--- src/rtl/pc_fetch.sv ---
// Instruction-fetch sequencer: PC register, one-outstanding memory read, decode handoff.
// Optional memory-timeout detection is compiled in with `define FETCH_TIMEOUT_EN.
module pc_fetch #(
  parameter int              AW       = 16,
  parameter int              DW       = 32,
  parameter logic [AW-1:0]   RESET_PC = '0,
  parameter int              TIMEOUT  = 15
) (
  input  logic          clk,
  input  logic          rst,
  output logic          mem_req,
  output logic [AW-1:0] mem_addr,
  input  logic          mem_ack,
  input  logic [DW-1:0] mem_rdata,
  input  logic          redirect,
  input  logic [AW-1:0] redirect_pc,
  output logic          inst_valid,
  input  logic          inst_ready,
  output logic [DW-1:0] inst_data,
  output logic [AW-1:0] inst_pc,
  output logic          fetch_err
);

  typedef enum logic [1:0] {
    S_IDLE  = 2'd0,
    S_REQ   = 2'd1,
    S_DRAIN = 2'd2,
    S_HOLD  = 2'd3
  } state_t;

  state_t        state_q, state_d;
  logic [AW-1:0] pc_q, pc_d;
  logic [AW-1:0] mem_addr_q, mem_addr_d;
  logic [DW-1:0] inst_data_q, inst_data_d;
  logic [AW-1:0] inst_pc_q, inst_pc_d;
  logic          load_addr;

  assign mem_req    = (state_q == S_REQ) || (state_q == S_DRAIN);
  assign mem_addr   = mem_addr_q;
  assign inst_valid = (state_q == S_HOLD);
  assign inst_data  = inst_data_q;
  assign inst_pc    = inst_pc_q;

  always_comb begin
    state_d     = state_q;
    pc_d        = pc_q;
    inst_data_d = inst_data_q;
    inst_pc_d   = inst_pc_q;
    load_addr   = 1'b0;
    case (state_q)
      S_IDLE: begin
        if (redirect) pc_d = redirect_pc;
        state_d   = S_REQ;
        load_addr = 1'b1;
      end
      S_REQ: begin
        if (redirect) begin
          pc_d = redirect_pc;
          // An ack coinciding with redirect closes the handshake, so the
          // new address can go out immediately; otherwise drain the old one.
          if (mem_ack) load_addr = 1'b1;
          else         state_d   = S_DRAIN;
        end else if (mem_ack) begin
          inst_data_d = mem_rdata;
          inst_pc_d   = pc_q;
          pc_d        = pc_q + AW'(4);
          state_d     = S_HOLD;
        end
      end
      S_DRAIN: begin
        if (redirect) pc_d = redirect_pc;
        if (mem_ack) begin
          state_d   = S_REQ;
          load_addr = 1'b1;
        end
      end
      S_HOLD: begin
        if (redirect) begin
          pc_d      = redirect_pc;
          state_d   = S_REQ;
          load_addr = 1'b1;
        end else if (inst_ready) begin
          state_d   = S_REQ;
          load_addr = 1'b1;
        end
      end
      default: state_d = S_IDLE;
    endcase
    // mem_addr only moves when a new request begins, never mid-handshake.
    mem_addr_d = load_addr ? pc_d : mem_addr_q;
  end

  always_ff @(posedge clk) begin
    if (!rst) begin
      state_q     <= S_IDLE;
      pc_q        <= RESET_PC;
      mem_addr_q  <= '0;
      inst_data_q <= '0;
      inst_pc_q   <= '0;
    end else begin
      state_q     <= state_d;
      pc_q        <= pc_d;
      mem_addr_q  <= mem_addr_d;
      inst_data_q <= inst_data_d;
      inst_pc_q   <= inst_pc_d;
    end
  end

`ifdef FETCH_TIMEOUT_EN
  localparam int            CW     = (TIMEOUT < 1) ? 1 : $clog2(TIMEOUT + 1);
  localparam logic [CW-1:0] TO_LIM = CW'(TIMEOUT);

  logic [CW-1:0] to_cnt_q, to_cnt_d;
  logic          fetch_err_q, fetch_err_d;

  assign fetch_err = fetch_err_q;

  always_comb begin
    to_cnt_d    = to_cnt_q;
    fetch_err_d = fetch_err_q;
    if (!mem_req || mem_ack || redirect)
      to_cnt_d = '0;
    else if (to_cnt_q != TO_LIM)
      to_cnt_d = to_cnt_q + CW'(1);
    if (to_cnt_d == TO_LIM && to_cnt_d != '0) fetch_err_d = 1'b1;
  end

  always_ff @(posedge clk) begin
    if (!rst) begin
      to_cnt_q    <= '0;
      fetch_err_q <= 1'b0;
    end else begin
      to_cnt_q    <= to_cnt_d;
      fetch_err_q <= fetch_err_d;
    end
  end
`else
  logic unused_timeout;
  assign unused_timeout = (TIMEOUT != 0);
  assign fetch_err      = 1'b0;
`endif

endmodule
--- config.mk ---
export PLATFORM = sky130hd
export DESIGN_NAME = pc_fetch
export DESIGN_NICKNAME = d
export VERILOG_FILES = /design/src/rtl/pc_fetch.sv
export SDC_FILE = /design/constraint.sdc
export NUM_CORES = 1
export LEC_CHECK = 0
export ABC_CLOCK_PERIOD_IN_PS = 1800
export BUFFER_PORTS_ARGS = -buffer_cell sky130_fd_sc_hd__buf_4
export CORE_UTILIZATION = 35
export DETAILED_ROUTE_END_ITERATION = 10
export GPL_TIMING_DRIVEN = 0
export PLACE_DENSITY = 0.68
export SETUP_SLACK_MARGIN = 0.02
export SYNTH_ARGS = -nofsm -noshare
export SYNTH_HDL_FRONTEND = slang
export SYNTH_SLANG_ARGS = --single-unit
--- constraint.sdc ---
create_clock -name clk -period 1.8 [get_ports clk]
set_input_delay 0.09 -clock clk [delete_from_list [all_inputs] [get_ports clk]]
set_output_delay 0.09 -clock clk [all_outputs]
set_load 0.01 [all_outputs]
; Word level (Yosys, flattened, before mapping)
; Cells that the tools add are included.
[totals]
wordCells = 35
output_inout_bits = 67
reg_bits = 82
[op_classes]
n_eq_ne = 7
reduce_logical = 5
bitwise = 1
addsub = 1
muxes = 16
[ops]
columns = cell, n
row1 = two-way mux 16 bit, 3
row2 = case mux 16 bit (2 select lines), 1
row3 = adder 16 x 3 -> 16 bit (second input constant), 1
row4 = two-way mux 2 bit, 6
row5 = case mux 2 bit (4 select lines), 1
row6 = inequality test 3 bit (second input constant), 2
row7 = equality test 2 bit (second input constant), 2
row8 = two-way mux 1 bit, 4
row9 = case mux 1 bit (4 select lines), 1
row10 = AND reduction 4 bit, 1
row11 = inequality test 3 x 2 -> 1 bit (second input constant), 1
row12 = AND reduction 3 bit, 1
row13 = OR reduction 3 bit, 1
row14 = equality test 2 x 1 -> 1 bit (second input constant), 1
row15 = zero test 2 bit, 1
row16 = inequality test 2 bit (second input constant), 1
row17 = logical OR 1 bit, 1
row18 = inverter 1 bit, 1

; Depth between registers and ports, before layout
; Gate-level depths: netlist (run 1).
[depth]
ltp_word = 4
mapped_depth = 9
ltp_nobuf = 6

; Worst setup path after synthesis (run 1)
; No wires, ideal clock.
[synth_path]
path_type = register to register
from = register state_q[1]
to = register mem_addr_q[15] (netlist: mem_addr[15])
stages_incl_launch_ff = 8
synth_period_minus_slack_ns = 1.715
arrival_ns = 1.579
setup_ns = 0.136
required_time_ns = 1.664
path_slack_ns = 0.085
cell_sequence = dfxtp_1 inv_1 ha_1 a21o_1 a221o_1 clkbuf_1 o21ai_0 a31oi_1
[synth_via]
elab_chain_cells = 3
elab_cells_between_ends = 7
classes_between = eq/ne (3) / mux (2) / reduce/logical (2)
[synth_rtl]
columns = element, line_no
row1 = start: declaration, 31  ; state_t state_q, state_d;
row2 = start signal: assignment, 101  ; state_q <= state_d;
row3 = equality test 2 bit or zero test 2 bit (tied branches), 50  ; case (state_q)
row4 = OR reduction 3 bit (no line), --
row5 = case mux 16 bit (2 select lines), 50
row6 = end signal: assignment, 103  ; mem_addr_q <= mem_addr_d;
row7 = end: declaration, 33  ; logic [AW-1:0] mem_addr_q, mem_addr_d;
; Several ways; a longest one is shown, not always the timed one.
; A chain may end at the register's enable or synchronous reset.

; Worst setup path in the final report (run 1)
[layout_path]
from = register state_q[1]
to = register mem_addr_q[5] (netlist: mem_addr[5])
; Same word-level chain as after synthesis.

==> results.md, run 1 <==
- CTS sink count: 82
- Total number of nets in the final design: between 600 and 700
- Worst EP arrival: 1940 ps
- Fin. max-slew vios: 0
- Final std cells w/o fill: 712
- Endpoint type of the worst setup path: register
- Most common cell after layout, fill and taps aside: buf_4
- Async set-reset flop share out of synthesis: 0%
- Final weighted congestion of routability-driven global placement: between 0.8 and 0.9
- Wire length of the first global-routing pass: 15.7 mm
- Mapped Cells: about 400
- #FFs+latches synth: 82
- Die area: about 10,000 um^2
- Required @ worst endpoint: around 2000 ps
- Transition time of the tightest slew-check pin: between 600 and 700 ps
- CP Launch Type: register
- Final setup fails: 0
- DPL Wire Length: 7.06 mm
- Detailed Routing Iterations Pass 1: 5
- Number of warnings reported in the yosys synthesis log: 0
- First DRT Iteration DRCs: 233
- Final routed wire length divided by cell count: 14.4 um
- RSZ-0062 raised after global routing: yes
- Synth Area in Compound Gates: 18.7%
- Most frequent cells in the layout: 132 x buf_4, 106 x nand2_1, 73 x dfxtp_1
- Min cycle time layout: 1720 ps
- Area share of and/or/nand/nor cells after synthesis: about a quarter
- IO Count: 120
- Total wire length after detailed routing: 10.2 mm
- Total count of hold-check failures in the final report: 0
- Core box area: 9280 um^2
- Leakage power: 2.13 nW
- CP delay by family, top: compound AO/OA/AOI/OAI gates
- Clk_skew: 7.08 ps
- Share of the cycle needed by the critical path after routing: 95.6%
- Die Span Y: ~100 um
- Max_cap viols: 0
- Slew HR: 57.5%
- Total inserted antenna cells: 0
- Crit Path Category: reg2reg
- Initial antenna violation count: 0
- Clock transition at the registers of the reported paths: 90 ps
- Number of buffers added by the clock tree synthesis step: 9
- Number of distinct library cell variants in the gate-level netlist after synthesis: 52
- Latest clock arrival within the worst-skew pair: 350 ps
- Leftover overflow at the end of global routing: 0
- Synth Flop Type: dfxtp_1
- Result of the run: finished clean
- Count of input and output buffers: approximately 120
- Dpl ws: -411 ps
- Library cell contributing the largest single delay on the critical path: dfxtp_2
- Avg Synthesized Cell Area: roughly 8.2 um^2
- CP bufs+invs: 2
- Xor and xnor area share after synthesis: 0.780%
- Crit Path Max Fanout: 10
- Sequence of cells on the critical path: inv_2 > ha_4 > buf_4 > nand4_1 > o21a_1 > o311ai_2 > a21oi_1
- Vias in the first global route: 3,188
- Post-synth EDFFs: 0
- Number of buffers on the longest clock path: 2
- Post-detailed-route via-to-cell ratio: 4.97
- Maximum number of pins on one net before global-route repair: 16
- Area share of fa/ha/maj cells after synthesis: 1.86%
- Leading area contributor after synthesis: dfxtp_1
- Initial core utilization: 36.3%
- Area Growth Syn to Fin: 51.9%
- Post-synth design cell area: between 3000 and 4000 um^2
- Setup WS post-layout: 79.6 ps
- Max Clk Rate: 581 MHz
- Placed insts: about 660
- Die span in x: 100 um
- TritonCTS clock tree: yes
- Ratio of cells with drive above 1 in the final layout: 31.9%
- Final routed DRC violation total: 0
- All-layer global routing usage: 20.2%
- Worst min path class: in2reg
- Worst vdd rail ir drop: approximately 0.37 mV
- Top post-synthesis cells by area: dfxtp_1 49%, nand2_1 12%, a21oi_1 8.3%
- Clock Root Buffer: clkbuf_8
- Share of cell area taken by muxes after synthesis: ~1.8%
- Overall via count from detail_route: about 3,500
- Sequential element share of the synthesized area: 48.7%
- Hold Worst Slack: 26.5 ps
- Placement row count: 35
- Detail Route Antenna Nets: 0
- CTS HTree Levels: 3
- Synth top area share: between 40% and 50%
- Power density over the cells: approximately 800 nW/um^2
- Worst path max stage delay: 350 ps
- Main combinational cell family by area after synthesis: simple AND/OR/NAND/NOR gates
- Syn_nets: 467
## final cells by class
| cell class | instances | area, um^2 |
|---|---|---|
| Timing Repair Buffer | 158 | 1270 |
| Clock inverter | 6 | 50.0 |
| Sequential cell | 82 | 1660 |
| Multi-Input combinational cell | 291 | 1640 |
| Inverter | 7 | 26.3 |
| Buffer | 29 | 179 |
| Tap cell | 129 | 161 |
| Clock buffer | 10 | 138 |
| Fill cell | 880 | 4160 |
## where the power goes
group / total (mW) / switching, mW / internal, mW
Clock: 1.26 / 0.703 / 0.556
Sequential: 2.04 / 0.102 / 1.94
Combinational: 0.900 / 0.446 / 0.454
Total: 4.20 / 1.25 / 2.95
## flip-flops by register name, summed over array words and instances (netlist names)
signal and cells:
state_q 2, mem_addr 16, pc_q 16, inst_pc 16
inst_data 32
## metrics by stage
step	setup TNS [ps]	power, mW	instance area (um^2)	utilization, %
6_report	0	4.20	5120	55.2
5_1_grt	-15.2	4.41	5120	55.2
4_1_cts	0	4.19	5060	54.5
3_5_place_dp	-18010	2.82	4410	47.5
3_3_place_gp	-12560	2.80	4410	47.5
2_1_floorplan	0	2.45	3370	-
## tightest hold or removal path: stages
cell	delay, ps
buf_4	80
mux2i_1	80
nor2_1	90
## cell usage after synthesis, types with 2 or more instances
| cell type | n |
|---|---|
| mux2i_1 | 5 |
| nand4_1 | 4 |
| and3_1 | 3 |
| a211oi_1 | 2 |
| o21ai_0 | 9 |
| buf_4 | 2 |
| nand3_1 | 13 |
| o311a_1 | 2 |
| a21o_1 | 2 |
| o21a_1 | 4 |
| o311ai_0 | 2 |
| o31ai_1 | 6 |
| dfxtp_1 | 82 |
| nand2b_1 | 7 |
| o41ai_1 | 2 |
| inv_1 | 6 |
| nor3_1 | 8 |
| nor4_1 | 3 |
| buf_2 | 7 |
| o211ai_1 | 4 |
| nor2_1 | 19 |
| xnor2_1 | 3 |
| nand2_1 | 107 |
| clkbuf_1 | 18 |
| a21oi_1 | 56 |
| ha_1 | 5 |
| o211a_1 | 2 |
| nor2b_1 | 2 |
## worst paths after layout
check                           slack [ps]                 startpoint                         to  cells after the start
worst max-delay path                    80    state_q[1]$_SDFFE_PN0P_   mem_addr[5]$_SDFFE_PN0P_                      7
worst min-delay path                    30             redirect_pc[1]         pc_q[1]$_SDFF_PN0_                      3
worst max register to register          80    state_q[1]$_SDFFE_PN0P_   mem_addr[5]$_SDFFE_PN0P_                      7
worst min register to register         460  inst_data[6]$_SDFFE_PN0P_  inst_data[6]$_SDFFE_PN0P_                      2
## timing repair
action,in CTS,in global routing
pin swaps,4,3
buffers inserted,6,1
setup endpoints to repair,72,46
gates resized for setup,27,26
hold endpoints to repair,34,0
hold buffers,34,0
## routing by layer
metal	GRT usage, %	vias to the layer above	part of all wire (%)
met3	4.67	11	4.4
met1	26.2	1674	45
met4	5.91	0	1.3
met5	0	-	0
met2	33.5	96	49
li1	-	1759	-
## logic make-up (layout without fill, tap and decap cells)
kind of cell | after synthesis | count (layout)
AOI/OAI and AO/OA | 100 | 100
xor gates and xnor gates | 3 | 3
adders and majority gates | 5 | 5
buffers and inverters | 36 | 210
DFF | 82 | 82
muxes | 6 | 6
other | 1 | 1
and+or+nand+nor | 176 | 176
Note: power is estimated with default switching activity, not from simulation.
==> inputs of run 2 (changes only) <==
--- a/config.mk
+++ b/config.mk
@@ -10,8 +10,10 @@
 export CORE_UTILIZATION = 35
 export DETAILED_ROUTE_END_ITERATION = 10
 export GPL_TIMING_DRIVEN = 0
+export MAX_ROUTING_LAYER = met4
 export PLACE_DENSITY = 0.68
 export SETUP_SLACK_MARGIN = 0.02
+export SLEW_MARGIN = 10
 export SYNTH_ARGS = -nofsm -noshare
 export SYNTH_HDL_FRONTEND = slang
 export SYNTH_SLANG_ARGS = --single-unit
==> run 2 against run 1 <==
Against the previous run:
- die area is the same
- sequential power is essentially flat
- cell count shrank 1.1%
- core utilization shrank 0.65 points
- maximum frequency shrank 0.40%
- clock skew grew 1.9 ps
- register-to-register slack is essentially flat
- critical path type unchanged
- largest cell class unchanged
==> results.md, run 2 (synthesis results as in run 1) <==
- Required @ worst endpoint: 2020 ps
- Standard cell area after detailed placement: 4410 um^2
- Fin. max-slew vios: 0
- Wire length of the first global-routing pass: 15.6 mm
- Number of buffers added by the clock tree synthesis step: 9
- Total inserted antenna cells: 0
- Total count of hold-check failures in the final report: 0
- Crit Path Category: reg2reg
- Worst EP arrival: 1950 ps
- CP Launch Type: register
- Final weighted congestion of routability-driven global placement: 0.848
- Worst Hold Launch: mem_rdata[0]
- Final routed DRC violation total: 0
- Initial antenna violation count: 0
- Detail Route Antenna Nets: 0
- CTS HTree Levels: 3
- Final setup fails: 0
- Global routing met1 resource utilization: about a quarter
- Clock transition at the registers of the reported paths: roughly 90 ps
- All-layer global routing usage: between 20% and 30%
- First DRT Iteration DRCs: between 150 and 200
- Latest clock arrival within the worst-skew pair: around 340 ps
- Overall via count from detail_route: 3,457
- Reg2reg start: state_q[0]$_SDFFE_PN0P_
- Max FFs per register: 32
- Final routed wire length divided by cell count: between 10 and 15 um
- Number of buffers on the longest clock path: 2
- Final non-filler cell area: approximately 5000 um^2
- Hold Worst Slack: around 13 ps
- Placement row count: 35
- Initial core utilization: 36.3%
- Detailed Routing Iterations Pass 1: 4
- TritonCTS clock tree: yes
- Share of the cycle needed by the critical path after routing: 96.0%
- CTS sink count: 82
- Core box area: 9280 um^2
- Met3 track demand over resource: under 10%
- Endpoint type of the worst setup path: register
- Min cycle time layout: 1730 ps
- Post-detailed-route via-to-cell ratio: 4.91
- Worst min path class: in2reg
- Worst vdd rail ir drop: around 0.35 mV
- Area Growth Syn to Fin: 50.1%
- Fin util: a little over half
- CP startpoint: state_q[0]$_SDFFE_PN0P_
- Crit Path Max Fanout: 4
- Most common cell after layout, fill and taps aside: buf_4
- IO Count: 120
- Total number of nets in the final design: between 600 and 700
- Result of the run: finished clean
- Most frequent cells in the layout: 127 x buf_4, 106 x nand2_1, 72 x dfxtp_1
- Count of input and output buffers: ~120
- Max_cap viols: 0
- Maximum number of pins on one net before global-route repair: 15
- Die Span Y: 100 um
- Most Used Layer, Global Route: met2
- Leftover overflow at the end of global routing: 0
- Total wire length after detailed routing: 10.1 mm
- Die span in x: about 100 um
- DPL Wire Length: 7.08 mm
- Vias in the first global route: 3,181
- Global-route track usage on met2: 32.9%
- Clock Root Buffer: clkbuf_8
- Ratio of cells with drive above 1 in the final layout: approximately 31%
- RSZ-0062 raised after global routing: yes
- Power density over the cells: 844 nW/um^2
- Die area: 10,000 um^2
- Transition time of the tightest slew-check pin: roughly 550 ps
- Leakage power: 2.09 nW
- Slew HR: 63.2%
- Overall power consumption: 4.27 mW
- Max Clk Rate: 579 MHz
- Clk_skew: roughly 9 ps
-- run 2: cell types whose count changed in the layout (fill, tap and decap cells not counted), sizes merged --
| cell | previous run | this run |
|---|---|---|
| bufinv | 0 | 1 |
| inv | 9 | 8 |
| buf | 138 | 133 |
| clkbuf | 25 | 27 |
| dlygate4sd3 | 34 | 30 |
| clkinvlp | 1 | 2 |
| clkinv | 3 | 1 |
-- run 2: metal layers --
| metal | share of wire (%) | routed length (um) |
|---|---|---|
| met1 | 45 | 4540 |
| met5 | 0 | 0 |
| met2 | 47 | 4750 |
| met4 | 2.7 | 274 |
| met3 | 5.0 | 502 |
-- run 2: path summary, 6_finish.rpt --
check	endpoint	slack, ps	cells past startpoint
hold / removal	inst_data[0]$_SDFFE_PN0P_	10	3
hold reg to reg	inst_data[0]$_SDFFE_PN0P_	450	2
setup / recovery	mem_addr[4]$_SDFFE_PN0P_	70	7
setup reg to reg	mem_addr[4]$_SDFFE_PN0P_	70	7
-- run 2: power breakdown --
part / total, mW / switching (mW) / internal [mW] / leakage [nW]
combinational: 0.880 / 0.440 / 0.440 / 1.32
clock: 1.35 / 0.664 / 0.687 / 0.0962
sequential: 2.04 / 0.0995 / 1.94 / 0.673
-- run 2: area by class of cell --
type	count	area [um^2]
repair buffers	150	1200
plain buffers	29	174
well taps	129	161
clock buffers	11	141
flip-flops and latches	82	1660
clock inverters	5	62.6
inverters	7	26.3
multi-input cells	291	1640
fillers	922	4220
-- run 2: what timing repair did --
item                                    CTS  global route
pin swaps                                 3             4
resized for setup                        29            23
buffers inserted                          3             0
endpoints found under the setup margin   75            38
hold buffers                             30             0
hold endpoints to repair                 30             0
-- run 2: through the flow --
stage          instances  TNS, ps  worst slack [ps]
4_1_cts              704    -19.2             -14.5
3_3_place_gp         655   -13220              -376
5_1_grt              704        0              19.0
6_report             704        0              72.8
2_1_floorplan        409        0              84.9
3_5_place_dp         655   -16860              -387
-- run 2: worst max-delay path: stages (launching register included) --
cell and delay [ps]:
dfxtp_4 380, inv_1 60, ha_1 210, a21o_1 200, a221o_1 360, buf_4 170, nand2_1 120, o21ai_0 90
==> inputs of run 3 (changes only) <==
--- a/config.mk
+++ b/config.mk
@@ -12,6 +12,7 @@
 export GPL_TIMING_DRIVEN = 0
 export MAX_ROUTING_LAYER = met4
 export PLACE_DENSITY = 0.68
+export REMOVE_ABC_BUFFERS = 1
 export SETUP_SLACK_MARGIN = 0.02
 export SLEW_MARGIN = 10
 export SYNTH_ARGS = -nofsm -noshare
==> run 3 against run 2 <==
Against the previous run:
- the run now ends with setup timing left
- critical path depth stayed put
- die area did not move
- wire length fell by 1.7%
- non-clock buffer count decreased by 10
- combinational power rose by 6.8%
- sequential power about the same
- power is 5.4% higher
- hold slack better by 6.5 ps
- maximum frequency decreased by 5.2%
- core utilization is 1.2 points higher
- sequential share of layout area down 0.87 points
- register-to-register slack got worse by 95 ps
- critical endpoint is now mem_addr[3]$_SDFFE_PN0P_
==> results.md, run 3 (synthesis results as in run 1) <==
- Result of the run: complete, but fails checks
- Violations in the final reports: setup timing
- Die span in x: 100 um
- Maximum number of pins on one net before global-route repair: 65
- Area Growth Syn to Fin: 53.4%
- Clock transition at the registers of the reported paths: 80 ps
- Total wire length after detailed routing: 9.91 mm
- Sum Neg Setup Slack: -32.5 ps
- Count of input and output buffers: 118
- CTS HTree Levels: 3
- Final weighted congestion of routability-driven global placement: 0.800
- Number of buffers on the longest clock path: 2
- Overall power consumption: 4.50 mW
- Latest clock arrival within the worst-skew pair: approximately 350 ps
- Crit Path Max Fanout: 7
- First DRT Iteration DRCs: between 100 and 150
- Power density over the cells: between 800 and 900 nW/um^2
- Max FFs per register: 32
- Worst min path class: in2reg
- Number of buffers added by the clock tree synthesis step: 9
- Detailed Routing Iterations Pass 1: 4
- Share of the cycle needed by the critical path after routing: 101%
- Total count of hold-check failures in the final report: 0
- TritonCTS clock tree: yes
- Setup WS post-layout: -22.7 ps
- Total inserted antenna cells: 0
- Initial antenna violation count: 0
- Required @ worst endpoint: 1990 ps
- Max Clk Rate: 549 MHz
- Overall via count from detail_route: 3,431
- Endpoint type of the worst setup path: register
- Final routed wire length divided by cell count: 14.2 um
- Final routed DRC violation total: 0
- Standard cell area after detailed placement: 4350 um^2
- Vias in the first global route: 3,188
- Wire length of the first global-routing pass: between 15 and 20 mm
- Fin. max-slew vios: 0
- Clock share of power: roughly 34%
- Crit Path Category: reg2reg
- Final setup fails: 5
- Switching power total: 1.22 mW
- Relative contribution of sequential cells to total power: 45.2%
- Transition time of the tightest slew-check pin: ~1200 ps
- CP Launch Type: register
- Most common cell after layout, fill and taps aside: buf_4
- Leakage power: roughly 2.1 nW
- Clk_skew: roughly 9.6 ps
- All-layer global routing usage: 20.4%
- Core box area: 9280 um^2
- Clock Root Buffer: clkbuf_8
- Final non-filler cell area: 5170 um^2
- Max_cap viols: 0
- Initial core utilization: 36.3%
- Placement row count: 35
- CTS sink count: 82
- Ratio of cells with drive above 1 in the final layout: 31.7%
- Min cycle time layout: about 1800 ps
- Slew HR: 23.3%
- Die Span Y: 100 um
- Most frequent cells in the layout: 131 x buf_4, 107 x nand2_1, 75 x dfxtp_1
- Combinational share of power: 20.9%
- Post-detailed-route via-to-cell ratio: slightly below 5
- RSZ-0062 raised after global routing: yes
- IO Count: 120
- Cell Int Power: 3.28 mW
- DPL Wire Length: 5.85 mm
- Die area: about 10,000 um^2
- Detail Route Antenna Nets: 0
- Switching part of the total power: 27.2%
- Total number of nets in the final design: 620
- Worst EP arrival: 2010 ps
- Leftover overflow at the end of global routing: 0
- Worst vdd rail ir drop: 0.410 mV
## run 3: through the flow
stage | instances | hold WS (ps) | worst slack, ps | util (%)
2_1_floorplan | 380 | 205 | -898 | -
3_3_place_gp | 627 | 338 | -2240 | 46.2
3_5_place_dp | 629 | 348 | -680 | 46.9
4_1_cts | 689 | 7.86 | 28.8 | 54.7
5_1_grt | 696 | 26.0 | -83.6 | 55.7
6_report | 696 | 19.7 | -22.7 | 55.7
## run 3: cell type report
type / count / area (um^2)
clock buffer: 12 / 155
clock inverter: 4 / 73.8
fill: 866 / 4110
inverter: 7 / 26.3
multi-input combinational: 293 / 1680
sequential: 82 / 1650
tap: 129 / 161
timing repair buffer: 169 / 1420
## run 3: worst paths after layout
| path | from | endpoint | slack (ps) | cells after the start |
|---|---|---|---|---|
| max | state_q[1]$_SDFFE_PN0P_ | mem_addr[3]$_SDFFE_PN0P_ | -20 | 7 |
| min | redirect_pc[7] | pc_q[7]$_SDFF_PN0_ | 20 | 3 |
| max reg2reg | state_q[1]$_SDFFE_PN0P_ | mem_addr[3]$_SDFFE_PN0P_ | -20 | 7 |
| min reg2reg | inst_data[22]$_SDFFE_PN0P_ | inst_data[22]$_SDFFE_PN0P_ | 460 | 2 |
## run 3: per-layer routing
layer	wire length, um	global-route usage, %	up-vias	share of wire, %
met3	456	4.04	12	4.6
met2	4840	33.9	99	49
met1	4460	24.4	1600	45
met4	151	7.92	0	1.5
met5	0	-	-	0
li1	-	-	1720	-
## run 3: critical path, cell delays in order, from the launching register on
cell      delay (ps)
dfxtp_2          350
inv_2             50
ha_4             180
buf_6            130
a21o_4           210
a221o_2          500
o211ai_1         130
a21oi_1           90
## run 3: what timing repair did
item | 4_1_cts | 5_1_grt
buffers inserted | 9 | 7
hold endpoints to repair | 33 | 0
resized for setup | 10 | 17
hold buffers | 33 | 0
cloned | 2 | 0
pin swaps | 3 | 6
endpoints found under the setup margin | 74 | 39
## run 3: power by group through the flow
| stage | clock network [mW] | logic, mW | registers [mW] |
|---|---|---|---|
| 2_1_floorplan | 0 | 0.320 | 2.09 |
| 3_5_place_dp | 0 | 0.732 | 2.07 |
| 6_report | 1.53 | 0.940 | 2.03 |
| 5_1_grt | 1.66 | 1.02 | 2.05 |
| 4_1_cts | 1.58 | 0.887 | 2.03 |
| 3_3_place_gp | 0 | 0.700 | 2.06 |
